## config.mk

```make
export PLATFORM = sky130hd
export DESIGN_NAME = operand_issue_buffer_flat
export DESIGN_NICKNAME = d
export VERILOG_FILES = /design/src/rtl/operand_issue_buffer_pkg.sv /design/src/rtl/operand_issue_buffer_if.sv /design/src/rtl/operand_issue_buffer_token_fifo.sv /design/src/rtl/operand_issue_buffer.sv /design/src/flat_wrapper.sv
export SDC_FILE = /design/constraint.sdc
export NUM_CORES = 1
export LEC_CHECK = 0
export CORE_MARGIN = 3
export CORE_UTILIZATION = 46
export CTS_BUF_LIST = sky130_fd_sc_hd__clkbuf_8
export DETAILED_ROUTE_END_ITERATION = 6
export DONT_BUFFER_PORTS = 1
export PLACE_DENSITY_LB_ADDON = 0.1
export SYNTH_ARGS = -nofsm -noshare
export SYNTH_HDL_FRONTEND = slang
export SYNTH_SLANG_ARGS = --single-unit
```

## constraint.sdc

```tcl
create_clock -name clock -period 3.25 [get_ports clock]
set_clock_uncertainty 0.15 [all_clocks]
set_input_delay 0.1625 -clock clock [delete_from_list [all_inputs] [get_ports clock]]
set_output_delay 0.1625 -clock clock [all_outputs]
set_load 0.05 [all_outputs]
```

## src/rtl/operand_issue_buffer_pkg.sv

```systemverilog
// Shared token types and sizing for the operand issue buffer.
// Forward tokens carry operands; backward tokens carry nack/term/condition.
package operand_issue_buffer_pkg;

  localparam int DEPTH_OPBUF = 2;
  localparam int DATA_W      = 8;
  localparam int ID_W        = 4;

  typedef struct packed {
    logic              v;
    logic              a;
    logic              c;
    logic              r;
    logic [ID_W-1:0]   i;
    logic [DATA_W-1:0] d;
  } FTk_t;

  typedef struct packed {
    logic v;
    logic n;
    logic t;
    logic c;
  } BTk_t;

endpackage

```

## src/rtl/operand_issue_buffer_if.sv

```systemverilog
// Token links between the producers, the buffer and the ALU unit.
// slave is the buffer side, master is the producer/unit side.
interface operand_issue_buffer_if;
  import operand_issue_buffer_pkg::*;

  logic I_En;
  FTk_t I_FTkA;
  BTk_t O_BTkA;
  FTk_t I_FTkB;
  BTk_t O_BTkB;
  FTk_t O_OperandA;
  FTk_t O_OperandB;
  BTk_t I_BTk;
  logic O_Empty;

  modport slave (
    input  I_En, I_FTkA, I_FTkB, I_BTk,
    output O_BTkA, O_BTkB, O_OperandA, O_OperandB, O_Empty
  );

  modport master (
    output I_En, I_FTkA, I_FTkB, I_BTk,
    input  O_BTkA, O_BTkB, O_OperandA, O_OperandB, O_Empty
  );

endinterface

```

## src/rtl/operand_issue_buffer_token_fifo.sv

```systemverilog
// DEPTH-entry forward-token FIFO with synchronous flush.
// Full/empty come from the count; pointers simply wrap.
module token_fifo
  import operand_issue_buffer_pkg::*;
#(
  parameter  int DEPTH       = DEPTH_OPBUF,
  localparam int WIDTH_DEPTH = $clog2(DEPTH)
) (
  input  logic               clk,
  input  logic               rst,
  input  logic               push,
  input  logic               pop,
  input  logic               flush,
  input  FTk_t               wrTok,
  output FTk_t               rdTok,
  output logic               full,
  output logic               empty,
  output logic [WIDTH_DEPTH:0] count
);

  localparam logic [WIDTH_DEPTH:0] FULL_CNT = DEPTH[WIDTH_DEPTH:0];

  FTk_t                   mem [DEPTH];
  logic [WIDTH_DEPTH-1:0] wrPtr;
  logic [WIDTH_DEPTH-1:0] rdPtr;

  always_ff @(posedge clk or posedge rst) begin
    if (rst) begin
      wrPtr <= '0;
      rdPtr <= '0;
      count <= '0;
      for (int k = 0; k < DEPTH; k++) mem[k] <= '0;
    end else if (flush) begin
      wrPtr <= '0;
      rdPtr <= '0;
      count <= '0;
    end else begin
      if (push) begin
        mem[wrPtr] <= wrTok;
        wrPtr      <= wrPtr + 1'b1;
      end
      if (pop) rdPtr <= rdPtr + 1'b1;
      unique case ({push, pop})
        2'b10:   count <= count + 1'b1;
        2'b01:   count <= count - 1'b1;
        default: count <= count;
      endcase
    end
  end

  assign rdTok = mem[rdPtr];
  assign full  = (count == FULL_CNT);
  assign empty = (count == '0);

  assert property (@(posedge clk) disable iff (rst) count <= FULL_CNT);
  assert property (@(posedge clk) disable iff (rst) !(push && full));
  assert property (@(posedge clk) disable iff (rst) !(pop && empty));

endmodule

```

## src/rtl/operand_issue_buffer.sv

```systemverilog
// Pairs operand A/B tokens from two producers and issues them together.
// Term from the unit flushes both FIFOs and is echoed to both producers.
module operand_issue_buffer
  import operand_issue_buffer_pkg::*;
#(
  parameter  int DEPTH       = DEPTH_OPBUF,
  localparam int WIDTH_DEPTH = $clog2(DEPTH)
) (
  input logic                   clock,
  input logic                   reset,
  operand_issue_buffer_if.slave bus
);

  FTk_t                 headA;
  FTk_t                 headB;
  logic                 fullA;
  logic                 fullB;
  logic                 emptyA;
  logic                 emptyB;
  logic [WIDTH_DEPTH:0] cntA;
  logic [WIDTH_DEPTH:0] cntB;
  logic                 nackA;
  logic                 nackB;
  logic                 pushA;
  logic                 pushB;
  logic                 issue;
  logic                 pop;
  logic                 term;

  assign term  = bus.I_BTk.t;
  assign nackA = fullA | term;
  assign nackB = fullB | term;
  assign pushA = bus.I_FTkA.v & ~nackA;
  assign pushB = bus.I_FTkB.v & ~nackB;
  assign issue = ~emptyA & ~emptyB & bus.I_En;
  // Term beats a pop so the flush sees a stable pair of FIFOs
  assign pop   = issue & ~bus.I_BTk.n & ~term;

  token_fifo #(.DEPTH(DEPTH)) fifoA (
    .clk   (clock),
    .rst   (reset),
    .push  (pushA),
    .pop   (pop),
    .flush (term),
    .wrTok (bus.I_FTkA),
    .rdTok (headA),
    .full  (fullA),
    .empty (emptyA),
    .count (cntA)
  );

  token_fifo #(.DEPTH(DEPTH)) fifoB (
    .clk   (clock),
    .rst   (reset),
    .push  (pushB),
    .pop   (pop),
    .flush (term),
    .wrTok (bus.I_FTkB),
    .rdTok (headB),
    .full  (fullB),
    .empty (emptyB),
    .count (cntB)
  );

  always_comb begin
    bus.O_OperandA   = headA;
    bus.O_OperandA.v = issue;
    bus.O_OperandB   = headB;
    bus.O_OperandB.v = issue;
    bus.O_BTkA       = '0;
    bus.O_BTkA.v     = bus.I_BTk.v;
    bus.O_BTkA.c     = bus.I_BTk.c;
    bus.O_BTkA.n     = nackA;
    bus.O_BTkA.t     = term;
    bus.O_BTkB       = '0;
    bus.O_BTkB.n     = nackB;
    bus.O_BTkB.t     = term;
  end

  assign bus.O_Empty = (cntA == '0) & (cntB == '0);

endmodule

```

## src/flat_wrapper.sv

```systemverilog
// flat-port wrapper written by rule: the top's interface ports become plain ports
module operand_issue_buffer_flat import operand_issue_buffer_pkg::*;
#(
  parameter  int DEPTH       = DEPTH_OPBUF,
  localparam int WIDTH_DEPTH = $clog2(DEPTH)
)
  (clock, reset, bus_I_En, bus_I_FTkA, bus_I_FTkB, bus_I_BTk, bus_O_BTkA, bus_O_BTkB, bus_O_OperandA, bus_O_OperandB, bus_O_Empty);
  operand_issue_buffer_if bus_i ();
  input logic clock;
  input logic reset;
  input wire logic [$bits(bus_i.I_En)-1:0] bus_I_En;
  input wire logic [$bits(bus_i.I_FTkA)-1:0] bus_I_FTkA;
  input wire logic [$bits(bus_i.I_FTkB)-1:0] bus_I_FTkB;
  input wire logic [$bits(bus_i.I_BTk)-1:0] bus_I_BTk;
  output wire logic [$bits(bus_i.O_BTkA)-1:0] bus_O_BTkA;
  output wire logic [$bits(bus_i.O_BTkB)-1:0] bus_O_BTkB;
  output wire logic [$bits(bus_i.O_OperandA)-1:0] bus_O_OperandA;
  output wire logic [$bits(bus_i.O_OperandB)-1:0] bus_O_OperandB;
  output wire logic [$bits(bus_i.O_Empty)-1:0] bus_O_Empty;
  assign bus_i.I_En = bus_I_En;
  assign bus_i.I_FTkA = bus_I_FTkA;
  assign bus_i.I_FTkB = bus_I_FTkB;
  assign bus_i.I_BTk = bus_I_BTk;
  assign bus_O_BTkA = bus_i.O_BTkA;
  assign bus_O_BTkB = bus_i.O_BTkB;
  assign bus_O_OperandA = bus_i.O_OperandA;
  assign bus_O_OperandB = bus_i.O_OperandB;
  assign bus_O_Empty = bus_i.O_Empty;
  operand_issue_buffer #(.DEPTH(DEPTH)) u_core (.clock(clock), .reset(reset), .bus(bus_i));
endmodule
```

==> results of run 1 <==
==> worst paths after layout <==
path                                       startpoint                     to  slack [ps]  depth (start not counted)
worst min register to register    u_core.fifoB.mem[7]    u_core.fifoB.mem[7]         350                          1
worst min-delay path                     bus_I_BTk[1]   u_core.fifoB.mem[19]          40                          2
min in group asynchronous                       reset  u_core.fifoA.count[0]         330                          2
worst max-delay path            u_core.fifoB.count[1]    u_core.fifoB.mem[4]         980                          3
max in group asynchronous                       reset    u_core.fifoA.mem[5]        1740                          3
worst max register to register  u_core.fifoB.count[1]    u_core.fifoB.mem[4]         980                          3
==> metal layers <==
metal / vias up / wire length (µm) / global-route usage
met5: - / 0 / 0
met1: 963 / 2640 / 0.197
met3: 14 / 370 / 0.0417
met2: 71 / 3290 / 0.284
li1: 884 / - / -
met4: 0 / 155 / 0.0778
==> logic make-up (layout without fill, tap and decap cells) <==
family | Yosys count | after routing | synth area share
flops | 68 | 68 | 0.520
compound gates | 20 | 20 | 0.0382
mux | 90 | 90 | 0.333
other cells | 1 | 2 | 0.00115
simple gates | 26 | 26 | 0.0604
buf+inv | 26 | 56 | 0.0474
==> layout make-up <==
type	instances	area (µm²)	area share
multi-input combinational	138	1420	0.374
clock buffer	11	151	0.0399
timing repair buffer	37	365	0.0964
tap	96	120	0.0317
clock inverter	4	17.5	0.00462
sequential	68	1700	0.449
inverter	4	15.0	0.00396
==> worst max-delay path, stage by stage, from the launching register on <==
cell	delay (ps)
dfrtp_1	420
nor2b_2	220
or4b_1	900
mux2_4	450
==> registers in the layout, indices dropped and copies added, names as in the netlist <==
signal and flops:
u_core.fifoA.count 2, u_core.fifoA.mem 30, u_core.fifoB.rdPtr 1, u_core.fifoB.count 2, u_core.fifoA.wrPtr 1, u_core.fifoB.mem 30
u_core.fifoB.wrPtr 1, u_core.fifoA.rdPtr 1
==> what timing repair did <==
action / in CTS / in global routing
endpoints found under the hold margin: 112 / 0
gates resized for setup: 0 / 0
hold buffers: 35 / 0
==> Yosys cell counts, drive strengths merged, types with 3 or more instances <==
master | number | area, µm²
mux2 | 90 | 1090
dfrtp | 68 | 1700
buf | 16 | 118
a21oi | 6 | 30.0
clkbuf | 6 | 22.5
inv | 4 | 15.0
o211ai | 4 | 30.0
o21ai | 4 | 20.0
or2 | 4 | 25.0
nor2 | 3 | 11.3
nor2b | 3 | 23.8
==> cell usage in the layout (no fill, tap or decap), types with 3 or more instances in the layout <==
cell type      Yosys  layout
nor2_1             3       3
a21oi_1            6       6
dlygate4sd3_1      0      35
o211ai_1           4       4
clkbuf_8           0      11
mux2_2            70      70
or2_2              4       4
mux2_4            20      20
dfrtp_1           68      68
o21ai_0            4       4
inv_1              4       5
==> per-stage QoR <==
step	setup WS, ps	hold slack (ps)
floorplan	1230	161
global placement	1050	79.7
detailed placement	999	82.0
CTS	986	10.1
global route	932	59.4
finish	982	43.2
==> power groups by stage <==
stage	logic [mW]	clock network, mW	registers [mW]
after floorplan	0.786	0	1.15
after global placement	0.803	0	1.17
after detailed placement	0.823	0	1.19
after CTS	0.865	0.615	1.18
after global routing	0.904	0.644	1.21
final	0.854	0.593	1.18
==> results.txt, run 1 <==
----------------------------------------------------
[Die]
  Total I/O pin count ... 80
  Row count ... 30
  Vertical extent of the die ... 90.3 µm
  Starting density of the core ... 0.479
  Total Die Area ... 8160 µm²
  Horizontal extent of the die ... 90.3 µm
  Placeable core region ... 6830 µm²

[Worst hold path]
  Hold/Removal Path Class ... primary input to register

[Power and ir drop]
  Peak VDD IR ... 0.311 mV
  NetSw ... 0.928 mW
  Leak Pwr ... 1.65 nW
  Switching Fraction ... 0.354
  Pwr dens ... 693 nW/µm²
  Logic pwr share ... 0.325
  Post-layout total power ... 2.62 mW
  Internal cell power ... 1.70 mW
  Proportion of power drawn by the clock network ... 0.226
  Power share of the sequential group ... 0.449

[Place]
  Placed Instance Area ... 3270 µm²
  Port bufs ... 0
  Final estimated routing congestion in global placement ... 0.779
  HPWL reported at the end of detailed placement ... 4170 µm
  Total placed cells including tap cells ... 308

[Clock network]
  Post-CTS setup-driven buffer insertion count ... 0
  CTS root buf ... clkbuf_8
  Clock transition time at the flip-flop clock pins of the worst setup and hold paths ... 70 ps
  H-tree depth ... 3
  CTS tree ... yes
  Clock tree buffer depth ... 2
  Cts bufs inserted ... 9
  Clk_lat worst skew ... 330 ps
  Sinks on the clock net ... 68

[Synth]
  Number of synthesized flops with an enable pin ... 0
  Netlist area before placement ... 3270 µm²
  Post-synth cell types ... 28
  Share of the yosys chip area belonging to registers ... 0.520
  Asr flop ratio synth ... 1.00
  Mean Syn Cell Area ... 14.2 µm²
  Gate Count Post-Synth ... 231
  Top FF cell, synth ... dfrtp_1
  Flip-flop and latch count after synthesis ... 68
  Syn. warnings ... 0

[Detailed routing]
  Drt first pass iters ... 4
  Remaining antenna violation count after routing ... 0
  Mean number of vias per cell ... 5.40
  Total routed wirelength ... 6460 µm
  Final routed wire length divided by cell count ... 18.0 µm
  Count of unresolved DRC violations after routing ... 0
  Initial DRC count ... 101
  Number of vias after detailed routing ... 1932

[Global route]
  Wire length of the first global-routing pass ... 10800 µm
  Sum of overflow across all layers after global routing ... 0
  Initial antenna violation count ... 0
  Via count of the first global-routing pass ... 2143
  Overall fraction of global-route tracks in use ... 0.166
  Maximum number of pins on one net before global-route repair ... 46

[Timing]
  Final-report hold violation count ... 0
  Final critical-path share of the clock period ... 0.698
  Slew at the pin closest to its max-slew limit ... 1040 ps
  Post-layout min period ... 2270 ps
  Highest clock frequency the design can meet ... 441 MHz
  TNS Setup ... 0 ps
  Final count of negative-setup-slack endpoints ... 0
  RSZ-0062 raised after global routing ... false
  Max-slew violation count ... 0
  Max-slew headroom ... 0.304

[Layout]
  Antenna cells ... 0
  Layout-stage area growth over the synthesis result ... 15.8%
  Final-stage net count ... 297
  Utilization after layout ... 0.555
  Number of fill cells in the layout ... 582
  Final design instance area without fill ... 3790 µm²
  Layout Cells excl Fill ... 358
  Ratio of cells with drive above 1 in the final layout ... 0.435

[Critical path]
  CP Max Fanout ... 15
  Setup crit end kind ... register
  Worst path arrival time ... 2330 ps
  Critical path data required time ... 3310 ps
  Type of the worst setup path ... register to register
  Kind of launch point of the worst setup path ... register

[Flow run]
  Number of violations of the max-capacitance limit ... 0

[Run status]
  Run status ... finished clean

----------------------------------------------------
Power figures use the tool's default switching activity.
==> run 2, diff against run 1 <==
--- a/config.mk
+++ b/config.mk
@@ -5,6 +5,7 @@
 export SDC_FILE = /design/constraint.sdc
 export NUM_CORES = 1
 export LEC_CHECK = 0
+export ABC_AREA = 1
 export CORE_MARGIN = 3
 export CORE_UTILIZATION = 46
 export CTS_BUF_LIST = sky130_fd_sc_hd__clkbuf_8
==> constraint.sdc (replaced) <==
create_clock -name clock -period 2.1 [get_ports clock]
set_clock_uncertainty 0.15 [all_clocks]
set_input_delay 0.105 -clock clock [delete_from_list [all_inputs] [get_ports clock]]
set_output_delay 0.105 -clock clock [all_outputs]
set_load 0.05 [all_outputs]
==> run 2 against run 1 <==
  * Global-route usage rose by 3.0 points
  * Register-to-register slack got worse by 840 ps
  * Largest power group is now combinational cells
  * Synthesized cell count rose by 75%
  * Power is 110% higher
  * Sequential power increased by 73%
  * Worst hold slack worse by 25 ps
  * Critical path depth rose by 2
  * Core utilization grew 3.9 points
==> results.txt, run 2 <==
----------------------------------------------------
[Run status]
  Run status ... finished clean

[Critical path]
  Worst path arrival time ... 2030 ps (-300 ps)
  Number of stages on the worst setup path ... 5 (+2)
  Kind of launch point of the worst setup path ... register
  Slowest-stage cell, CP ... dlygate4sd3_1
  Reg-to-reg endpoint ... u_core.fifoA.mem[13]
  Bufs and invs on worst path ... 1 (+1)
  Worst Reg2Reg Path Length in Cells ... 5 (+2)
  Critical path data required time ... 2170 ps (-1140 ps)
  Type of the worst setup path ... register to register
  R2r setup slk ... 140 ps (-840 ps)
  CP Max Fanout ... 17 (+2)
  Kind of cell with the highest combined delay on the critical path ... buffers and inverters
  Cell Chain, Critical Path ... a21oi_4 > nand2_4 > dlygate4sd3_1 > o21ai_1 > nand2_1
  Source of the worst register-to-register timing path ... u_core.fifoA.count[1]
  Launching instance or port of the critical path ... u_core.fifoA.count[1]
  Slowest Stage Delay on Critical Path ... 640 ps (-260 ps)
  Worst setup path endpoint ... u_core.fifoA.mem[13]
  Setup crit end kind ... register

[Detailed routing]
  Remaining antenna violation count after routing ... 0 (unchanged)
  Count of unresolved DRC violations after routing ... 0 (unchanged)
  Number of vias after detailed routing ... 2763 (+43%)
  Final routed wire length divided by cell count ... 13.1 µm (-28%)
  Drt first pass iters ... 4 (unchanged)
  Total routed wirelength ... 7370 µm (+14%)
  Mean number of vias per cell ... 4.91 (-9.1%)
  Initial DRC count ... 110 (+8.9%)

[Timing]
  Final-report hold violation count ... 0 (unchanged)
  TNS Setup ... 0 ps (unchanged)
  RSZ-0062 raised after global routing ... false
  Post-layout min period ... 1960 ps (-305 ps)
  Final critical-path share of the clock period ... 0.935 (+0.237)
  Max-slew headroom ... 0.533 (+0.229)
  Slew at the pin closest to its max-slew limit ... 700 ps (-337 ps)
  Final count of negative-setup-slack endpoints ... 0 (unchanged)
  Max-slew violation count ... 0 (unchanged)
  Highest clock frequency the design can meet ... 509 MHz (+16%)

[Global route]
  Maximum number of pins on one net before global-route repair ... 38 (-17%)
  Overall fraction of global-route tracks in use ... 0.196 (+0.0296)
  Via count of the first global-routing pass ... 2789 (+30%)
  Initial antenna violation count ... 0 (unchanged)
  Sum of overflow across all layers after global routing ... 0 (unchanged)
  Wire length of the first global-routing pass ... 13100 µm (+21%)

[Synth]
  Post-synth cell types ... 28 (unchanged)
  Most frequent cell after synthesis ... nand2_1
  Gate Count Post-Synth ... 404 (+75%)
  Flip-flop and latch count after synthesis ... 68 (unchanged)
  Share of the yosys chip area belonging to registers ... 0.519 (-0.000596)
  Commonest cells post-synth ... 134 x nand2_1, 82 x o21ai_0, 68 x dfrtp_1
  Biggest area contributors in the synthesized netlist ... dfrtp_1 52%, nand2_1 15%, o21ai_0 13%
  Mean Syn Cell Area ... 8.11 µm² (-43%)
  Dominant cell type by area after synthesis ... dfrtp_1
  Area share of the largest cell type after synthesis ... 0.519 (-0.000596)
  Netlist area before placement ... 3280 µm² (+0.11%)
  Number of synthesized flops with an enable pin ... 0 (unchanged)
  Top FF cell, synth ... dfrtp_1
  Syn. warnings ... 0 (unchanged)
  Asr flop ratio synth ... 1.00 (unchanged)

[Die]
  Vertical extent of the die ... 90.4 µm (about the same)
  Placeable core region ... 6830 µm² (unchanged)
  Total Die Area ... 8170 µm² (+0.11%)
  Row count ... 30 (unchanged)
  Horizontal extent of the die ... 90.4 µm (about the same)
  Total I/O pin count ... 80 (unchanged)
  Starting density of the core ... 0.479 (+0.000550)

[Layout]
  Commonest cells after routing, fill and taps aside ... 134 x nand2_1, 68 x dfrtp_1, 64 x o21ai_0
  Most common cell after layout, fill and taps aside ... nand2_1
  Final-stage net count ... 501 (+69%)
  Top flop regs ... u_core.fifoA.mem x30, u_core.fifoB.mem x30
  Layout Cells excl Fill ... 563 (+57%)
  Antenna cells ... 0 (unchanged)
  Layout-stage area growth over the synthesis result ... 23.9%
  Ratio of cells with drive above 1 in the final layout ... 0.139 (-0.296)

[Power and ir drop]
  Pwr dens ... 1340 nW/µm² (+93%)
  Leak Pwr ... 1.95 nW (+18%)
  Peak VDD IR ... 0.748 mV (+140%)

[Clock network]
  Post-CTS setup-driven buffer insertion count ... 0 (unchanged)
  Total of cells resized after clock tree synthesis ... 0 (unchanged)
  Clock tree buffer depth ... 2 (unchanged)
  Cts bufs inserted ... 9 (unchanged)
  Sinks on the clock net ... 68 (unchanged)
  CTS root buf ... clkbuf_8
  Clock transition time at the flip-flop clock pins of the worst setup and hold paths ... 70 ps (about the same)
  H-tree depth ... 3 (unchanged)
  Clk_lat worst skew ... 340 ps (about the same)
  CTS tree ... yes
  Hold buffer count at CTS ... 37 (+5.7%)

[Worst hold path]
  Hold/Removal Path Class ... primary input to register

[Flow run]
  Number of violations of the max-capacitance limit ... 0 (unchanged)

[Place]
  Port bufs ... 0 (unchanged)
  Final estimated routing congestion in global placement ... 0.761 (-2.2%)
  HPWL reported at the end of detailed placement ... 4670 µm (+12%)
  Total placed cells including tap cells ... 510 (+66%)

----------------------------------------------------
run 2: changes by cell type after synthesis, sizes merged, moves of 3 or more:
cell / before / now
o211ai: 4 / 0
nor2b: 3 / 0
buf: 16 / 19
nor2: 3 / 9
nand2: 2 / 136
o21ai: 4 / 94
inv: 4 / 45
clkbuf: 6 / 10
nand3: 2 / 10
or2: 4 / 1
mux2: 90 / 0
run 2: final cells by class:
class	count	area, µm²
flip-flops and latches	68	1700
fillers	654	2770
well taps	96	120
clock buffers	9	124
inverters	45	169
repair buffers	75	668
multi-input cells	263	1210
clock inverters	7	60.1
run 2: report_power, final:
| group | internal [mW] | leakage (nW) | total, mW | switching (mW) |
|---|---|---|---|---|
| clock network | 0.533 | 0.101 | 1.02 | 0.484 |
| registers | 1.81 | 0.852 | 2.04 | 0.227 |
| logic | 0.697 | 1.00 | 2.37 | 1.67 |
| total | 3.04 | 1.95 | 5.43 | 2.38 |
run 2: cell families (layout without fill, tap and decap cells):
kind of cell    count (synthesis)  after routing  synth area share
flops                          68             68             0.519
simple gates                  158            158             0.201
other cells                     1              2           0.00114
compound gates                100            100             0.159
mux                             2              2           0.00611
xor+xnor                        1              1           0.00267
buf+inv                        74            136             0.111
run 2: per-stage QoR:
stage	hold WS, ps	util	setup slack (ps)	power, mW	area (µm²)
floorplan	71.7	-	133	3.80	3280
global placement	-5.63	0.513	513	4.31	3500
detailed placement	-6.05	0.513	467	4.36	3500
CTS	10.6	0.594	130	5.48	4060
global route	33.6	0.594	85.7	5.81	4060
finish	18.7	0.594	137	5.43	4060
run 2: metal layers:
layer,global-route usage,up-vias,wire length [µm]
li1,-,1383,-
met1,0.249,1296,3280
met2,0.319,71,3580
met3,0.0467,13,358
met4,0.0842,0,148
met5,0,-,0
run 2: tightest hold or removal path, stage by stage:
cell and delay [ps]:
a21oi_4 20, nand2_4 180, o21ai_0 110, nand2_1 50
run 2: worst min-delay path by stage:
stage	from	to	slack, ps	depth (start not counted)
finish	bus_I_BTk[1]	u_core.fifoA.mem[8]	20	4
global route	bus_I_BTk[1]	u_core.fifoA.mem[9]	30	4
CTS	bus_I_BTk[1]	u_core.fifoA.mem[8]	10	4
detailed placement	reset	u_core.fifoA.mem[22]	-6	1
global placement	reset	u_core.fifoA.mem[6]	-6	1
floorplan	bus_I_FTkA[13]	u_core.fifoA.mem[13]	70	2
==> run 3, diff against run 2 <==
--- a/config.mk
+++ b/config.mk
@@ -11,7 +11,7 @@
 export CTS_BUF_LIST = sky130_fd_sc_hd__clkbuf_8
 export DETAILED_ROUTE_END_ITERATION = 6
 export DONT_BUFFER_PORTS = 1
-export PLACE_DENSITY_LB_ADDON = 0.1
+export GPL_TIMING_DRIVEN = 0
 export SYNTH_ARGS = -nofsm -noshare
 export SYNTH_HDL_FRONTEND = slang
 export SYNTH_SLANG_ARGS = --single-unit
==> run 3 against run 2 <==
  * The run now ends with negative setup slack left
  * Critical path depth is 3 lower
  * Register-to-register slack is essentially flat
  * Non-clock buffer count is 4 lower
  * Critical path type is now register to output pin
  * Global-route usage increased by 1.2 points
  * Die area stayed put
  * Sequential power is essentially flat
  * Count of clock-buffer cells in the layout grew 1
  * Via count shrank 0.14%
  * Worst hold slack gained 33 ps
  * Combinational power is 7% lower
==> results.txt, run 3 (synthesis results as in run 2) <==
----------------------------------------------------
[Timing]
  Final-report hold violation count ... 0 (unchanged)
  Final count of negative-setup-slack endpoints ... 16 (+16)
  Worst hold-check slack ... 51.9 ps (+33.3 ps)
  RSZ-0062 raised after global routing ... true
  Worst setup slack after layout ... -94.4 ps (-232 ps)
  Final critical-path share of the clock period ... 1.04 (+0.110)
  Post-layout min period ... 2190 ps (+232 ps)
  Slew at the pin closest to its max-slew limit ... 1020 ps (+319 ps)
  Highest clock frequency the design can meet ... 456 MHz (-11%)
  Max-slew headroom ... 0.316 (-0.217)
  Max-slew violation count ... 0 (unchanged)

[Critical path]
  Setup crit end kind ... output pin
  Worst path arrival time ... 1940 ps (-90 ps)
  Critical path data required time ... 1850 ps (-320 ps)
  Cell Chain, Critical Path ... clkbuf_1 > o21ai_1
  Number of stages on the worst setup path ... 2 (-3)
  Type of the worst setup path ... register to output pin
  Bufs and invs on worst path ... 1 (unchanged)
  Kind of launch point of the worst setup path ... register
  CP Max Fanout ... 10 (-7)
  Slowest-stage cell, CP ... o21ai_1
  Kind of cell with the highest combined delay on the critical path ... compound AO/OA/AOI/OAI gates
  Slowest Stage Delay on Critical Path ... 860 ps (+220 ps)
  Worst Reg2Reg Path Length in Cells ... 7 (+2)

[Power and ir drop]
  Switching Fraction ... 0.448 (+0.00843)
  Leak Pwr ... 1.92 nW (-1.7%)
  Power share of the sequential group ... 0.374 (-0.002)
  Post-layout total power ... 5.40 mW (-0.42%)
  Internal cell power ... 2.99 mW (-1.9%)
  Logic pwr share ... 0.408 (-0.028)
  Pwr dens ... 1320 nW/µm² (-1.3%)
  NetSw ... 2.42 mW (+1.5%)
  Peak VDD IR ... 0.654 mV (-13%)
  Proportion of power drawn by the clock network ... 0.218 (+0.030)

[Global route]
  Overall fraction of global-route tracks in use ... 0.208 (+0.0117)
  Maximum number of pins on one net before global-route repair ... 69 (+82%)
  Sum of overflow across all layers after global routing ... 0 (unchanged)
  Wire length of the first global-routing pass ... 13600 µm (+3.9%)
  Initial antenna violation count ... 0 (unchanged)
  Via count of the first global-routing pass ... 2840 (+1.8%)

[Clock network]
  Clock tree buffer depth ... 2 (unchanged)
  H-tree depth ... 3 (unchanged)
  CTS tree ... yes
  Cts bufs inserted ... 9 (unchanged)
  Clk_lat worst skew ... 340 ps (about the same)
  Post-CTS setup-driven buffer insertion count ... 0 (unchanged)
  CTS root buf ... clkbuf_8
  Clock transition time at the flip-flop clock pins of the worst setup and hold paths ... 70 ps (about the same)
  Sinks on the clock net ... 68 (unchanged)

[Worst hold path]
  Count of cells along the worst hold path ... 5 (+1)
  Hold/Removal Path Class ... primary input to register

[Layout]
  Most common cell after layout, fill and taps aside ... nand2_1
  Ratio of cells with drive above 1 in the final layout ... 0.132 (-0.00744)
  Final-stage net count ... 497 (-0.80%)
  Commonest cells after routing, fill and taps aside ... 134 x nand2_1, 68 x dfrtp_1, 52 x o21ai_0
  Number of fill cells in the layout ... 633 (-3.2%)
  Top flop regs ... u_core.fifoA.mem x30, u_core.fifoB.mem x30
  Antenna cells ... 0 (unchanged)
  Layout-stage area growth over the synthesis result ... 25.0%

[Die]
  Vertical extent of the die ... 90.4 µm (unchanged)
  Starting density of the core ... 0.479 (unchanged)
  Total I/O pin count ... 80 (unchanged)
  Horizontal extent of the die ... 90.4 µm (unchanged)
  Row count ... 30 (unchanged)
  Total Die Area ... 8170 µm² (unchanged)
  Placeable core region ... 6830 µm² (unchanged)

[Flow run]
  Number of violations of the max-capacitance limit ... 0 (unchanged)

[Detailed routing]
  Number of vias after detailed routing ... 2759 (-0.14%)
  Remaining antenna violation count after routing ... 0 (unchanged)
  Total routed wirelength ... 8000 µm (+8.5%)
  Initial DRC count ... 123 (+12%)
  Drt first pass iters ... 4 (unchanged)
  Final routed wire length divided by cell count ... 14.3 µm (+9.3%)
  Mean number of vias per cell ... 4.94 (+0.57%)
  Count of unresolved DRC violations after routing ... 0 (unchanged)

[Place]
  Final estimated routing congestion in global placement ... 0.793 (+4.1%)
  Port bufs ... 0 (unchanged)
  Pre-CTS setup slack ... 53.0 ps (-414 ps)
  HPWL reported at the end of detailed placement ... 5020 µm (+7.5%)

[Run status]
  Run status ... finished with violations
  Failing checks ... negative setup slack

----------------------------------------------------
[run 3: power by group through the flow]
stage | clock network, mW | logic, mW | registers, mW
detailed placement | 0 | 2.08 | 2.04
global placement | 0 | 2.01 | 2.03
finish | 1.18 | 2.20 | 2.02
global route | 1.27 | 2.41 | 2.08
floorplan | 0 | 1.81 | 1.99
CTS | 1.21 | 2.20 | 2.02
[run 3: repair_timing]
action | in CTS | in global routing
endpoints found under the hold margin | 136 | 0
hold buffers | 42 | 0
setup endpoints to repair | 31 | 19
resized for setup | 12 | 2
pin swaps | 0 | 0
[run 3: stage by stage]
stage / instance area (µm²) / cells / TNS (ps) / utilization
final: 4090 / 559 / -985 / 0.599
after global routing: 4090 / 559 / -2320 / 0.599
after CTS: 4090 / 559 / -1540 / 0.598
after detailed placement: 3400 / 501 / 0 / 0.498
after global placement: 3400 / 501 / -51380 / 0.498
after floorplan: 3280 / 405 / 0 / -
[run 3: final cells by class]
cell class | instances | area, µm² | share of cell area
plain buffers | 29 | 194 | 0.0474
clock buffers | 10 | 138 | 0.0336
clock inverters | 6 | 80.1 | 0.0196
inverters | 45 | 171 | 0.0419
multi-input cells | 263 | 1270 | 0.310
flip-flops and latches | 68 | 1700 | 0.416
well taps | 96 | 120 | 0.0293
repair buffers | 42 | 420 | 0.103
[run 3: routing by layer]
metal	up-vias	GRT usage	wire (µm)
li1	1374	-	-
met4	0	0.0587	136
met2	78	0.352	3930
met1	1293	0.248	3460
met3	14	0.0758	467
met5	-	0	0
[run 3: final timing paths]
kind	startpoint	to	slack [ps]
max	u_core.fifoA.rdPtr	bus_O_OperandA[4]	-90
min	bus_I_En	u_core.fifoA.count[1]	50
max reg2reg	u_core.fifoA.count[0]	u_core.fifoA.mem[10]	130
min reg2reg	u_core.fifoA.mem[13]	u_core.fifoA.mem[13]	340
max in group asynchronous	reset	u_core.fifoB.wrPtr	960
min in group asynchronous	reset	u_core.fifoA.mem[20]	260
[run 3: worst min-delay path, cell delays in order]
cell	delay, ps
o21ai_0	80
nor2_2	70
nand3_1	120
nand3_1	80
nand2_1	60
